===== config.mk =====
export PLATFORM = sky130hd
export DESIGN_NAME = mt_init_param_flat
export DESIGN_NICKNAME = d
export VERILOG_FILES = /design/src/rtl/mt_pkg.sv /design/src/rtl/mt_init_param_if.sv /design/src/rtl/mt_init_mac.sv /design/src/rtl/mt_init_param.sv /design/src/flat_wrapper.sv
export SDC_FILE = /design/constraint.sdc
export NUM_CORES = 1
export LEC_CHECK = 0
export CAP_MARGIN = 20
export CORE_ASPECT_RATIO = 1.1
export CORE_MARGIN = 2
export CORE_UTILIZATION = 63
export DETAILED_ROUTE_END_ITERATION = 10
export HOLD_SLACK_MARGIN = 0.08
export PLACE_DENSITY = 0.85
export SKIP_LAST_GASP = 1
export SYNTH_ARGS = -nofsm -noshare
export SYNTH_HDL_FRONTEND = slang
export SYNTH_SLANG_ARGS = --single-unit
export TNS_END_PERCENT = 10

===== constraint.sdc =====
create_clock -name clk -period 11.1 [get_ports clk]
set_input_delay 2.22 -clock clk [delete_from_list [all_inputs] [get_ports clk]]
set_output_delay 2.22 -clock clk [all_outputs]
set_load 0.05 [all_outputs]

===== src/rtl/mt_pkg.sv =====
// Shared constants, FSM encoding and partial-product schedule for the
// Mersenne Twister state initializer.
package mt_pkg;

    localparam logic [31:0] MT32_F = 32'd1812433253;
    localparam logic [63:0] MT64_F = 64'd6364136223846793005;
    localparam int          MT32_N = 624;
    localparam int          MT64_N = 312;

    typedef enum logic [1:0] {
        ST_IDLE = 2'd0,
        ST_RUN  = 2'd1,
        ST_DONE = 2'd2
    } mt_state_e;

    typedef struct packed {
        logic [7:0] i;
        logic [7:0] j;
    } mt_pair_t;

    // Number of chunk products (i,j) with i+j < k.
    function automatic int mt_pp(input int k);
        return k * (k + 1) / 2;
    endfunction

    // Chunk pair issued at a given phase: i ascending, then j ascending.
    function automatic mt_pair_t mt_pair(input int ph, input int k);
        mt_pair_t r;
        int       n;
        r = '0;
        n = 0;
        for (int i = 0; i < k; i++) begin
            for (int j = 0; j < k - i; j++) begin
                if (n == ph) begin
                    r.i = 8'(i);
                    r.j = 8'(j);
                end
                n++;
            end
        end
        return r;
    endfunction

endpackage


===== src/rtl/mt_init_param_if.sv =====
// Start/seed request and state-RAM write port of the MT initializer.
interface mt_init_param_if #(
    parameter int W  = 32,
    parameter int AW = 10
) ();
    logic          init;
    logic [W-1:0]  seed;
    logic [AW-1:0] waddr;
    logic          wen;
    logic [W-1:0]  wdata;
    logic          busy;
    logic          done;

    modport master (output init, seed, input waddr, wen, wdata, busy, done);
    modport slave  (input init, seed, output waddr, wen, wdata, busy, done);
endinterface


===== src/rtl/mt_init_mac.sv =====
// Time-multiplexed CW x CW multiplier with W-bit shift-accumulate; computes
// F*(x ^ (x >> (W-2))) + pre mod 2^W over mt_pp(W/CW) phases.
module mt_init_mac
    import mt_pkg::*;
#(
    parameter int           W  = 32,
    parameter int           CW = 16,
    parameter int           PW = 3,
    parameter logic [W-1:0] F  = W'(MT32_F)
) (
    input  logic          clk,
    input  logic          reset,
    input  logic [PW-1:0] i_ph,
    input  logic [W-1:0]  i_x,
    input  logic [W-1:0]  i_pre,
    output logic [W-1:0]  o_sum
);
    localparam int K = W / CW;

    logic [W-1:0]    w_t;
    mt_pair_t        w_pr;
    logic [CW-1:0]   w_ti;
    logic [CW-1:0]   w_fj;
    logic [2*CW-1:0] r_prod;
    logic [7:0]      r_sh;
    logic [W-1:0]    r_acc;

    assign w_t  = i_x ^ (i_x >> (W - 2));
    assign w_pr = mt_pair(int'(i_ph), K);
    assign w_ti = CW'(w_t >> (CW * int'(w_pr.i)));
    assign w_fj = CW'(F >> (CW * int'(w_pr.j)));

    // Phase 0 preloads the word index; later phases add the previous product.
    always_ff @(posedge clk or posedge reset) begin
        if (reset) begin
            r_prod <= '0;
            r_sh   <= '0;
            r_acc  <= '0;
        end else begin
            r_prod <= {{CW{1'b0}}, w_ti} * {{CW{1'b0}}, w_fj};
            r_sh   <= w_pr.i + w_pr.j;
            r_acc  <= (i_ph == '0) ? i_pre : o_sum;
        end
    end

    // Bits shifted past W are dropped: the sum wraps mod 2^W.
    assign o_sum = r_acc + W'({{W{1'b0}}, r_prod} << (CW * int'(r_sh)));

endmodule


===== src/rtl/mt_init_param.sv =====
// Mersenne Twister state initializer: writes x[0]=seed and
// x[i]=F*(x[i-1]^(x[i-1]>>(W-2)))+i into the state RAM, one word per P cycles.
module mt_init_param
    import mt_pkg::*;
#(
    parameter int           W  = 32,
    parameter int           N  = MT32_N,
    parameter logic [W-1:0] F  = (W == 64) ? W'(MT64_F) : W'(MT32_F),
    parameter int           CW = 16,
    parameter int           AW = 10
) (
    input  logic          clk,
    input  logic          reset,
    mt_init_param_if.slave bus
);
    localparam int            K    = W / CW;
    localparam int            P    = mt_pp(K) + 1;
    localparam int            PW   = $clog2(P) + 1;
    localparam logic [AW-1:0] LAST = AW'(N - 1);

    mt_state_e     r_state;
    mt_state_e     w_nxt;
    logic [PW-1:0] r_ph;
    logic [AW-1:0] r_k;
    logic [AW-1:0] r_waddr;
    logic          r_wen;
    logic [W-1:0]  r_wdata;
    logic [W-1:0]  w_sum;
    logic          w_last;
    logic          w_busy;
    logic          w_done;

    // True in the cycle that writes word N-1.
    assign w_last = r_wen && (r_waddr == LAST);

    always_ff @(posedge clk or posedge reset) begin
        if (reset) r_state <= ST_IDLE;
        else       r_state <= w_nxt;
    end

    always_comb begin
        w_nxt = r_state;
        if (bus.init) begin
            w_nxt = ST_RUN;
        end else begin
            case (r_state)
                ST_IDLE: w_nxt = ST_IDLE;
                ST_RUN:  if (w_last) w_nxt = ST_DONE;
                ST_DONE: w_nxt = ST_IDLE;
                default: w_nxt = ST_IDLE;
            endcase
        end
    end

    always_comb begin
        w_busy = 1'b0;
        w_done = 1'b0;
        case (r_state)
            ST_RUN:  w_busy = 1'b1;
            ST_DONE: w_done = 1'b1;
            default: ;
        endcase
    end

    // init always wins, restarting the sequence from the new seed.
    always_ff @(posedge clk or posedge reset) begin
        if (reset) begin
            r_ph    <= '0;
            r_k     <= '0;
            r_waddr <= '0;
            r_wen   <= 1'b0;
            r_wdata <= '0;
        end else begin
            r_wen <= 1'b0;
            if (bus.init) begin
                r_ph    <= '0;
                r_k     <= (N > 1) ? AW'(1) : '0;
                r_waddr <= '0;
                r_wen   <= 1'b1;
                r_wdata <= bus.seed;
            end else if (r_state == ST_RUN && !w_last) begin
                if (r_ph == PW'(P - 1)) begin
                    r_ph    <= '0;
                    r_waddr <= r_k;
                    r_wen   <= 1'b1;
                    r_wdata <= w_sum;
                    if (r_k != LAST) r_k <= r_k + AW'(1);
                end else begin
                    r_ph <= r_ph + PW'(1);
                end
            end
        end
    end

    mt_init_mac #(
        .W  (W),
        .CW (CW),
        .PW (PW),
        .F  (F)
    ) u_mac (
        .clk   (clk),
        .reset (reset),
        .i_ph  (r_ph),
        .i_x   (r_wdata),
        .i_pre (W'(r_k)),
        .o_sum (w_sum)
    );

    assign bus.waddr = r_waddr;
    assign bus.wen   = r_wen;
    assign bus.wdata = r_wdata;
    assign bus.busy  = w_busy;
    assign bus.done  = w_done;

endmodule


===== src/flat_wrapper.sv =====
// flat-port wrapper written by rule: the top's interface ports become plain ports
module mt_init_param_flat import mt_pkg::*;
#(
    parameter int           W  = 32,
    parameter int           N  = MT32_N,
    parameter logic [W-1:0] F  = (W == 64) ? W'(MT64_F) : W'(MT32_F),
    parameter int           CW = 16,
    parameter int           AW = 10
)
  (clk, reset, bus_init, bus_seed, bus_waddr, bus_wen, bus_wdata, bus_busy, bus_done);
  mt_init_param_if #(.W(W), .AW(AW)) bus_i ();
  input  logic clk;
  input  logic reset;
  input wire logic [$bits(bus_i.init)-1:0] bus_init;
  input wire logic [$bits(bus_i.seed)-1:0] bus_seed;
  output wire logic [$bits(bus_i.waddr)-1:0] bus_waddr;
  output wire logic [$bits(bus_i.wen)-1:0] bus_wen;
  output wire logic [$bits(bus_i.wdata)-1:0] bus_wdata;
  output wire logic [$bits(bus_i.busy)-1:0] bus_busy;
  output wire logic [$bits(bus_i.done)-1:0] bus_done;
  assign bus_i.init = bus_init;
  assign bus_i.seed = bus_seed;
  assign bus_waddr = bus_i.waddr;
  assign bus_wen = bus_i.wen;
  assign bus_wdata = bus_i.wdata;
  assign bus_busy = bus_i.busy;
  assign bus_done = bus_i.done;
  mt_init_param #(.W(W), .N(N), .F(F), .CW(CW), .AW(AW)) u_core (.clk(clk), .reset(reset), .bus(bus_i));
endmodule

Word-level counts from Yosys, hierarchy flattened
Cells that the tools add are included.
- logic and storage cells: 59
- register bits: 130
- input port bits: 35
- bitwise operators: 1
- $mul: 1
- shifts and indexed selects: 3
- reductions and logical operators: 9
- eq/ne operators: 8
- multiplexer cells: 24
- $add $sub $neg: 4
- operator list (operator ; number):
    $mux W32 ; 4
    $mux W10 ; 7
    $add A32 B32 Y32 ; 1
    $mul A16 B16 Y32 ; 1
    $shl A32 B12 Y32 ; 1
    $shr A32 B12 Y16 ; 1
    $xor A32 B2 Y32 ; 1
    $shr A31 B12 Y16 const A ; 1
    $mux W16 ; 1
    $add A10 B1 Y10 const B ; 1
    $eq A10 B10 Y1 const B ; 1
    $ne A10 B10 Y1 const B ; 1
    $mux W3 ; 3
    $add A8 B8 Y8 ; 1
    $mux W1 ; 6
    $mux W2 ; 3
    $reduce_bool A2 Y1 ; 3
    $add A3 B1 Y3 const B ; 1
    $eq A2 B3 Y1 const A ; 1
    $eq A3 B2 Y1 const B ; 1
    $eq A3 B3 Y1 const A ; 1
    $logic_not A3 Y1 ; 1
    $ne A3 B2 Y1 const B ; 1
    $reduce_and A3 Y1 ; 1
    other kinds (5) ; 6

Depth between registers and ports, before layout
- depth in word-level cells: 6
- depth in mapped cells: 29
- depth with buffers taken out: 27

Modules after synthesis
Synthesis repeated with hierarchy kept, for this count alone.
- cells, all modules: 1500
- area, all modules: 13519.2 sq um
- modules (own cells, without submodules) (module ; cells an instance ; area an instance (sq um) ; times used):
    mt_init_mac ; 1217 ; 10690.3 ; 1
    mt_init_param ; 283 ; 2829.0 ; 1

Least setup slack after synthesis
No wires, ideal clock.
- path kind: flip-flop to flip-flop
- start: register u_core.r_ph[0]
- end: register u_core.u_mac.r_prod[26]
- clock period less this slack: 6640 ps
- cell stages (with the launch flop): 27
- data arrival time: 6561 ps
- path slack: 4460 ps
- path through: dfrtp_1 > inv_1 > ha_1 > nand2b_1 > buf_2 > buf_1 > mux2i_1 > nor2_1 > ha_1 > inv_1 > fa_1 > inv_1 > fa_1 > fa_1 > fa_1 > inv_1 > fa_1 > inv_1 > ha_1 > nand4_1 > nor3_1 > nand4_1 > and2_1 > a31oi_1 > nand3_1 > o21ai_0 > xor2_1
- word-level cells in the longest chain between the ends: 5
- ends and longest elaborated chain (element ; line ; source):
    start, declared ; mt_init_param.sv:23 ; logic [PW-1:0] r_ph;
    start signal, assigned ; mt_init_param.sv:89 ; r_ph <= r_ph + PW'(1);
    $eq A2 B3 Y1 ; mt_pkg.sv:34 ; if (n == ph) begin
    $mux W1 ; mt_pkg.sv:34 ;
    $mux W16 (*) ; mt_pkg.sv:34 ;
    $shr A31 B12 Y16 ; mt_init_mac.sv:31 ; assign w_fj = CW'(F >> (CW * int'(w_pr.j)));
    $mul A16 B16 Y32 (*) ; mt_init_mac.sv:40 ; r_prod <= {{CW{1'b0}}, w_ti} * {{CW{1'b0}}, w_fj};
    end signal, assigned ; mt_init_mac.sv:40 ;
    end, declared ; mt_init_mac.sv:24 ; logic [2*CW-1:0] r_prod;
Every way passes the cells marked *; elsewhere a longest branch is shown, timed or not.
A chain may end at the register's enable or synchronous reset.

Worst setup path in the final report
Ends and elaborated chain as after synthesis.

==> run metrics <==
outcome=finished clean; pin count of the biggest net entering global routing=68; Worst setup EP type=flip-flop; EDFF count, synth=0; WP data required=11.45 ns; GRT Util Overall=33.1%; Initial Util=64.1%; WP data arrival=8.50 ns; hpwl dp=27900 µm; WL per Instance=20.1 µm; Hold Startpoint=u_core.bus.waddr[4]; synthesized instance count=1396; vias per cell=6.02; R2R depth=22; I/O pins=80; Max-Cap Viols=0; Util after Layout=72.0%; layout cells sized above 1=4.77%; Avg Synthesized Cell Area=9.09 µm²; Clock Path Buffers=2; Layout area overhead=12.4%; synth warn=0; area occupied by registers=0.00310 mm²; sequential-to-total area share from yosys stat=24.4%; unrepaired setup endpoints after global routing=no; TritonRoute pass-1 iters=5; Placed Instances=1686; CTS Sinks=124; Tmin final=8.15 ns; Hold-fix buffers, CTS=0; Overflow after GRT=0; NumNets Final=1766; clock slew at reported path FFs=0.07 ns; Post-CTS Resized=0; Fill cells=1484; FF-to-FF Start=u_core.r_ph[0]; first-pass GRT wire length=55000 µm; Worst Path Max Fanout=18; CTS buffer count=17; final period utilization=73.4%; Post-CTS Setup Bufs=0; RR Endpoint=u_core.u_mac.r_prod[26]; H-Tree Depth=4; TNS Setup=0 ns; CTS root buf=clkbuf_16; core area=0.0198 mm²; DRC violations left=0; Worst-Margin Slew=1.20 ns; prevailing post-synth register cell=dfrtp_1; multi-input combinational cell area=0.00854 mm²; CTS tree=built; gp weighted congestion=0.975; chip width=139 µm; Final Non-Filler Cells=1718; worst skew pair latency=0.44 ns; Relative slew margins=17.5%; Max Clk Rate=123 MHz; Antenna Cells=0; Synth cell types=67; Worst Hold Class=reg2reg; worst clock skew=0.0174 ns; initial drt markers=1019; hold depth=2; setup violators final=0; R2R Setup Slk=2.95 ns; total number of vias=10300; Crit Path Category=reg2reg; hold endpoint=u_core.bus.waddr[4]; Cell Rows=54; WL final=34500 µm; Die ar.=0.0213 mm²; number of global-route vias before repair=10400; die span in y=153 µm; initial antenna violation count=0; Seq cells post-synth=124; Synthesized Nets=1709; Hold Slack=0.487 ns; post-route ant nets=0; fraction of synthesis flops using an asynchronous set or reset pin=100%; Hold Fails Final Rpt=0; CP Launch Type=flip-flop; # port buffers=79; fin. max-slew vios=0; Post-Syn Area=0.0127 mm²
-- per-stage QoR --
stage	area [µm²]	setup slack, ns
detailed placement	13700	3.15
CTS	14300	3.11
global placement	13700	3.27
finish	14300	2.95
global route	14300	2.56
floorplan	12700	4.46
-- critical path, cell delays in order (launching register included) --
cell	delay (ns)
dfrtp_1	0.40
inv_1	0.10
ha_1	0.26
nand2b_1	0.74
mux2i_1	0.85
clkinv_1	0.53
xnor2_1	0.35
o21ai_0	0.19
fa_1	0.59
inv_1	0.06
fa_1	0.54
fa_1	0.45
fa_1	0.52
fa_1	0.42
ha_1	0.41
nand4_1	0.16
nor3_1	0.22
nand4_1	0.11
and2_1	0.21
a31oi_1	0.40
nand3_1	0.12
o21ai_0	0.22
xor2_1	0.19
-- cells in the final DEF (no fill, tap or decap), types with 9 or more instances in the layout --
cell / count
a21o_1: 27
a21oi_1: 68
a22oi_1: 9
a31oi_1: 12
and2_1: 23
and3_1: 13
clkbuf_16: 17
clkdlybuf4s50_1: 78
dfrtp_1: 124
fa_1: 100
ha_1: 178
inv_1: 226
mux2i_1: 36
nand2_1: 94
nand3_1: 25
nor2_1: 123
nor3_1: 21
o21a_1: 16
o21ai_0: 53
or2_2: 10
xnor2_1: 41
xor2_1: 31
-- layer usage --
layer / vias up / wire (µm) / global-route usage [%]
li1: 4746 / - / -
met1: 4983 / 13500 / 42.8
met2: 492 / 16400 / 54.8
met3: 113 / 2990 / 6.83
met4: 0 / 1580 / 13.6
met5: - / 0 / 0
-- flip-flops by register name, indices dropped and copies added (netlist names) --
signal               flops
u_core.u_mac.r_prod     32
u_core.u_mac.r_acc      32
u_core.r_k              10
u_core.u_mac.r_sh        2
u_core.bus.wen           1
u_core.r_ph              3
u_core.bus.wdata        32
u_core.bus.waddr        10
u_core.r_state           2
-- how the worst max path moves through the flow --
| stage | startpoint | end | slack (ns) |
|---|---|---|---|
| 6_report | u_core.r_ph[0] | u_core.u_mac.r_prod[26] | 2.95 |
| 5_1_grt | u_core.r_ph[0] | u_core.u_mac.r_prod[26] | 2.56 |
| 4_1_cts | u_core.r_ph[0] | u_core.u_mac.r_prod[26] | 3.11 |
| 3_5_place_dp | u_core.r_ph[0] | u_core.u_mac.r_prod[26] | 3.15 |
| 3_3_place_gp | u_core.r_ph[0] | u_core.u_mac.r_prod[26] | 3.27 |
| 2_1_floorplan | u_core.r_ph[0] | u_core.u_mac.r_prod[26] | 4.46 |
-- area by class of cell --
type                            count  share of cell area [%]
Multi-Input combinational cell    994                    59.9
Sequential cell                   124                    21.8
Inverter                          230                    6.07
Timing Repair Buffer               86                    5.88
Clock buffer                       17                    2.98
Tap cell                          252                    2.21
Clock inverter                     15                    1.18
-- synth_stat cells (all sizes together) (3+ instances only) --
library cell,instances,share of area [%]
a211oi,10,0.67
a21o,27,1.6
a21oi,68,2.7
a22oi,9,0.53
a31o,4,0.28
a31oi,12,0.59
and2,23,1.1
and3,13,0.64
buf,13,0.45
clkbuf,35,1.0
dfrtp,124,24
fa,100,16
ha,178,18
inv,228,6.7
mux2,6,0.53
mux2i,36,2.8
nand2,94,2.8
nand2b,8,0.39
nand3,25,0.99
nand4,8,0.39
nor2,124,3.7
nor2b,9,0.44
nor3,21,0.83
o211a,3,0.24
o211ai,6,0.35
o21a,16,0.95
o21ai,56,2.2
o21bai,6,0.35
o221ai,3,0.21
o22ai,4,0.20
o31ai,9,0.57
or2,10,0.49
xnor2,41,2.8
xor2,31,2.1
-- logic make-up after synthesis --
group	after synthesis	synth area share [%]
AND/OR/NAND/NOR	348	12.7
AO/OA/AOI/OAI	252	12.9
XOR/XNOR	72	4.97
adder cells (fa/ha/maj)	278	33.3
buffers and inverters	278	8.29
multiplexers	42	3.37
other	2	0.0592
flip-flops	124	24.4
Power is not shown: default switching activity piles up to over one toggle a cycle in this logic, so the estimate is an artifact.
